### config.mk
export PLATFORM = sky130hd
export DESIGN_NAME = async_fifo_reader
export DESIGN_NICKNAME = d
export VERILOG_FILES = /design/src/rtl/fifo_stream_pkg.sv /design/src/rtl/rd_out_buffer.sv /design/src/rtl/async_fifo_reader.sv
export SDC_FILE = /design/constraint.sdc
export NUM_CORES = 1
export LEC_CHECK = 0
export CAP_MARGIN = 15
export CORE_MARGIN = 1
export CORE_UTILIZATION = 63
export CTS_CLUSTER_DIAMETER = 200
export DETAILED_ROUTE_END_ITERATION = 8
export DONT_BUFFER_PORTS = 1
export GPL_ROUTABILITY_DRIVEN = 0
export HOLD_SLACK_MARGIN = 0.06
export PLACE_DENSITY = 0.81
export SYNTH_ARGS = -nofsm -noshare
export SYNTH_HDL_FRONTEND = slang
export SYNTH_HIERARCHICAL = 1
export SYNTH_SLANG_ARGS = --single-unit
### constraint.sdc
create_clock -name clk -period 3.4 [get_ports clk]
set_input_delay 0.34 -clock clk [delete_from_list [all_inputs] [get_ports clk]]
set_output_delay 0.34 -clock clk [all_outputs]
set_load 0.02 [all_outputs]
### src/rtl/fifo_stream_pkg.sv
// Shared sizing helpers and types for the FIFO read-side stream logic.
package fifo_stream_pkg;

  // Largest supported output buffer; occ_t is sized to cover it.
  localparam int unsigned MaxBufDepth = 8;

  function automatic int unsigned occ_width(input int unsigned depth);
    return $clog2(depth + 1);
  endfunction

  function automatic int unsigned idx_width(input int unsigned depth);
    return $clog2(depth);
  endfunction

  typedef logic [occ_width(MaxBufDepth)-1:0] occ_t;

endpackage

### src/rtl/rd_out_buffer.sv
// Small circular output buffer: register array with head/tail indices and an occupancy count.
module rd_out_buffer
  import fifo_stream_pkg::*;
#(
  parameter int unsigned DataLen  = 16,
  parameter int unsigned BufDepth = 3
) (
  input  logic               clk_i,
  input  logic               reset_ni,
  input  logic               push_i,
  input  logic [DataLen-1:0] push_data_i,
  input  logic               pop_i,
  output logic [DataLen-1:0] data_o,
  output occ_t               occ_o
);

  localparam int unsigned IdxW    = idx_width(BufDepth);
  localparam int unsigned LastIdx = BufDepth - 1;

  logic [DataLen-1:0] mem_q [BufDepth];
  logic [IdxW-1:0]    head_q, head_d;
  logic [IdxW-1:0]    tail_q, tail_d;
  occ_t               occ_q, occ_d;
  logic               do_pop;

  // Indices wrap at BufDepth-1, which need not be a power of two.
  function automatic logic [IdxW-1:0] wrap_inc(input logic [IdxW-1:0] idx);
    return (idx == IdxW'(LastIdx)) ? '0 : idx + IdxW'(1);
  endfunction

  assign do_pop = pop_i && (occ_q != '0);

  // Next-state for indices and occupancy; a push and pop together leave occ unchanged.
  always_comb begin
    head_d = head_q;
    tail_d = tail_q;
    occ_d  = occ_q;
    if (push_i) begin
      tail_d = wrap_inc(tail_q);
    end
    if (do_pop) begin
      head_d = wrap_inc(head_q);
    end
    if (push_i && !do_pop) begin
      occ_d = occ_q + occ_t'(1);
    end else if (!push_i && do_pop) begin
      occ_d = occ_q - occ_t'(1);
    end
  end

  // Buffer storage and pointer registers, cleared on synchronous reset.
  always_ff @(posedge clk_i) begin
    if (!reset_ni) begin
      head_q <= '0;
      tail_q <= '0;
      occ_q  <= '0;
      for (int unsigned i = 0; i < BufDepth; i++) begin
        mem_q[i] <= '0;
      end
    end else begin
      head_q <= head_d;
      tail_q <= tail_d;
      occ_q  <= occ_d;
      if (push_i) begin
        mem_q[tail_q] <= push_data_i;
      end
    end
  end

  assign data_o = mem_q[head_q];
  assign occ_o  = occ_q;

endmodule

### src/rtl/async_fifo_reader.sv
// Read-domain adapter: turns the FIFO's one-cycle-latency read port into a registered
// valid/ready stream, using credits (occ + in-flight) so backpressure never drops a word.
// BUF_DEPTH must be within 2..8; 3 or more sustains one word per cycle.
module async_fifo_reader
  import fifo_stream_pkg::*;
#(
  parameter int unsigned DATA_LEN  = 16,
  parameter int unsigned BUF_DEPTH = 3,
  parameter int unsigned CNT_LEN   = 32
) (
  input  logic                clk,
  input  logic                reset_n,
  input  logic [DATA_LEN-1:0] fifo_data,
  input  logic                fifo_rd_empty,
  output logic                fifo_rd_en,
  output logic [DATA_LEN-1:0] out_data,
  output logic                out_valid,
  input  logic                out_ready,
  output logic [CNT_LEN-1:0]  drain_cnt,
  output logic                busy
);

  occ_t               occ;
  logic               pending_q;
  logic [CNT_LEN-1:0] drain_cnt_q, drain_cnt_d;
  logic               pop;

  rd_out_buffer #(
    .DataLen  (DATA_LEN),
    .BufDepth (BUF_DEPTH)
  ) u_buf (
    .clk_i       (clk),
    .reset_ni    (reset_n),
    .push_i      (pending_q),
    .push_data_i (fifo_data),
    .pop_i       (pop),
    .data_o      (out_data),
    .occ_o       (occ)
  );

  // Issue and stream control; reads depend on registered credit only, never on out_ready.
  always_comb begin
    fifo_rd_en  = reset_n && !fifo_rd_empty && ((occ + occ_t'(pending_q)) < occ_t'(BUF_DEPTH));
    out_valid   = (occ != '0);
    pop         = out_valid && out_ready;
    busy        = out_valid || pending_q;
    drain_cnt_d = pop ? drain_cnt_q + CNT_LEN'(1) : drain_cnt_q;
  end

  // In-flight read flag and delivered-word counter (wraps naturally).
  always_ff @(posedge clk) begin
    if (!reset_n) begin
      pending_q   <= 1'b0;
      drain_cnt_q <= '0;
    end else begin
      pending_q   <= fifo_rd_en;
      drain_cnt_q <= drain_cnt_d;
    end
  end

  assign drain_cnt = drain_cnt_q;

endmodule
==> run summary <==
Core Area: 7290 µm²
# Post-CTS Setup Buffers: 0
wire length per cell: 18.0 µm
DRT Pass-1 Iters: 4
Most used DFF post-synth: edfxtp_1
Clock Skews: 0.0103 ns
slew of the pin with the lowest slew margin: 0.992 ns
Seq/Total Area, Yosys: 58.4%
Worst path top cell family by delay: compound AO/OA/AOI/OAI gates
DRT iter0 DRCs: 90
Comb power frac: 22.6%
largest net degree at the start of global routing: 34
number of synthesis warnings: 6
clock network fraction of total power: 25.1%
initial antenna violation count: 0
antenna-violating nets left: 0
Cell Rows: 31
Switching Fraction: 30.2%
Psw: 913 µW
Post-route DRC: 0
Critical Path RT: 3.69 ns
CP Data Arrival Time: 2.84 ns
post-synth cell types: 46
ant diodes: 0
Flop pwr share: 52.2%
Syn Area/Cell: 13.1 µm²
ys async rst share: 0%
Resized cells post-CTS: 0
Root Buffer: clkbuf_8
Slowest-stage cell, CP: o41a_1
CTS sink count: 107
commonest non-fill, non-tap cell in the layout: edfxtp_1
Slew HR: 33.8%
drt total wl: 8690 µm
most frequent cells in the layout: edfxtp_1, dfxtp_1, and2_1, nor2_1, xor2_1
Num CTS Buffers: 9
Setup CP Type: reg -> reg
syn_nets: 391
Maximum Capacitance Violations: 0
R2R depth: 9
number of global-route vias before repair: 2871
Starting Density: 65.3%
Max FO, Critical Path: 8
via count: 2839
Peak Freq: 0.392 GHz
Reg clk slew, reported paths: 0.10 ns
Final setup violation count: 0
CP Capture Type: flip-flop
final worst-path cycle share: 75.1%
Cell Pwr Density: 581 nW/µm²
hpwl dp: 5470 µm
internal power: 2110 µW
Final nets: 408
WHS: 0.0914 ns
GR Util All Layers: 23.3%
#FFs+latches synth: 107
LEAKAGE: 0.00186 µW
Buf/Inv on CP: 1
global-route wire length before repair: 13500 µm
Final Hold Vio Count: 0
GR Overflow Total: 0
HP Class: in -> reg
worst skew pair latency: 0.36 ns
layout cells sized above 1: 16.6%
Slew Viols, Final: 0
unrepaired setup endpoints after global routing: false
status: completed
Crit path largest cell delay: 0.59 ns
EDFF count, synth: 64
mapped cell area: 4760 µm²
CTS tree: done
die footprint: 7910 µm²
H-tree Lvls: 3
CP Depth: 9
fill count: 544
P&R area growth vs syn: 9.22%
setup TNS: 0 ns
I/O Buffers: 0
Critical Path Start Type: flip-flop
most numerous cell on the critical path: ha_1
Final min period: 2.55 ns
cells along the critical path: o41a_1 -> o41ai_4 -> ha_1 -> inv_1 -> ha_1 -> a21oi_1 -> a211oi_1 -> a31oi_1 -> mux2i_1
Die Y-Extent: 88.9 µm
clock tree buffer depth: 2
Synth Instances: 364
Max IR drop VDD: 362 µV
hold path depth: 1
IO Count: 71
vias per cell: 5.87
Die X: 88.9 µm
==> final timing paths <==
| kind | endpoint | start | slack [ns] |
|---|---|---|---|
| setup / recovery | u_buf/occ_o[3] | u_buf/occ_o[1] | 0.85 |
| hold / removal | u_buf/tail_q[1] | reset_n | 0.09 |
| hold reg to reg | flip-flop | u_buf/head_q[0] | 0.56 |
| setup reg to reg | u_buf/occ_o[3] | u_buf/occ_o[1] | 0.85 |
==> flip-flops by register name (all words and copies together), names as in the netlist, named ones only <==
register,count
u_buf/mem_q,64
drain_cnt,32
u_buf/occ_o,4
u_buf/head_q,2
u_buf/tail_q,2
pending_q,1
==> timing repair <==
item	CTS	global route
hold buffers	14	3
hold endpoints to repair	14	3
endpoints found under the setup margin	0	0
==> stage by stage <==
step	total power (µW)	instances	setup WS, ns	cell area [µm²]	utilization [%]
global placement	2260	452	0.953	4840	66.4
detailed placement	2280	452	0.891	4840	66.4
finish	3020	484	0.847	5200	71.3
floorplan	2180	364	0.939	4760	-
global route	3140	484	0.619	5200	71.3
CTS	3030	481	0.846	5170	70.9
==> routing by layer <==
layer	global-route usage, %	wire length [µm]	part of all wire (%)	vias up
met2	41.4	4460	51	78
met1	26.0	3500	40	1397
met3	6.74	561	6.5	16
met4	10.5	161	1.9	0
met5	0	0	0	-
li1	-	-	-	1348
==> cell usage after synthesis, types with 3 or more instances <==
library cell / instances / area share (%)
nand4_1: 11 / 1.4
or3_1: 5 / 0.66
mux2i_1: 4 / 0.84
nand2b_1: 3 / 0.39
nor2_1: 30 / 2.4
and2_1: 38 / 5.0
nand2_1: 12 / 0.95
ha_1: 6 / 1.6
nor2b_1: 4 / 0.53
and4_1: 5 / 0.92
nand3_1: 13 / 1.4
edfxtp_1: 64 / 40
dfxtp_1: 43 / 18
o21ai_0: 8 / 0.84
mux4_2: 16 / 7.6
and3_1: 6 / 0.79
xnor2_1: 7 / 1.3
and2_2: 16 / 2.5
a21oi_1: 8 / 0.84
clkbuf_1: 10 / 0.79
xor2_1: 22 / 4.0
==> power by group through the flow <==
stage          Sequential (µW)  Clock (µW)  Combinational, µW
6_report                  1580         759                684
5_1_grt                   1590         803                738
4_1_cts                   1580         767                687
3_5_place_dp              1610           0                672
3_3_place_gp              1600           0                659
2_1_floorplan             1580           0                600
==> kinds of logic (layout without fill, tap and decap cells) <==
group,Yosys count,after routing,share of synthesized area (%)
AND/OR/NAND/NOR,158,158,20.4
flip-flops,107,107,58.4
XOR/XNOR,29,29,5.33
AO/OA/AOI/OAI,23,23,3.28
multiplexers,20,20,8.41
buffers and inverters,20,41,2.13
adder cells (fa/ha/maj),7,7,2.00
==> layout make-up <==
| type | count | area, µm² | area share [%] |
|---|---|---|---|
| Sequential cell | 107 | 2780 | 53.5 |
| Multi-Input combinational cell | 237 | 1880 | 36.1 |
| Timing Repair Buffer | 23 | 215 | 4.14 |
| Clock buffer | 9 | 124 | 2.38 |
| Tap cell | 99 | 124 | 2.38 |
| Clock inverter | 6 | 65.1 | 1.25 |
| Inverter | 3 | 11.3 | 0.217 |
(Power assumes the default switching activity.)
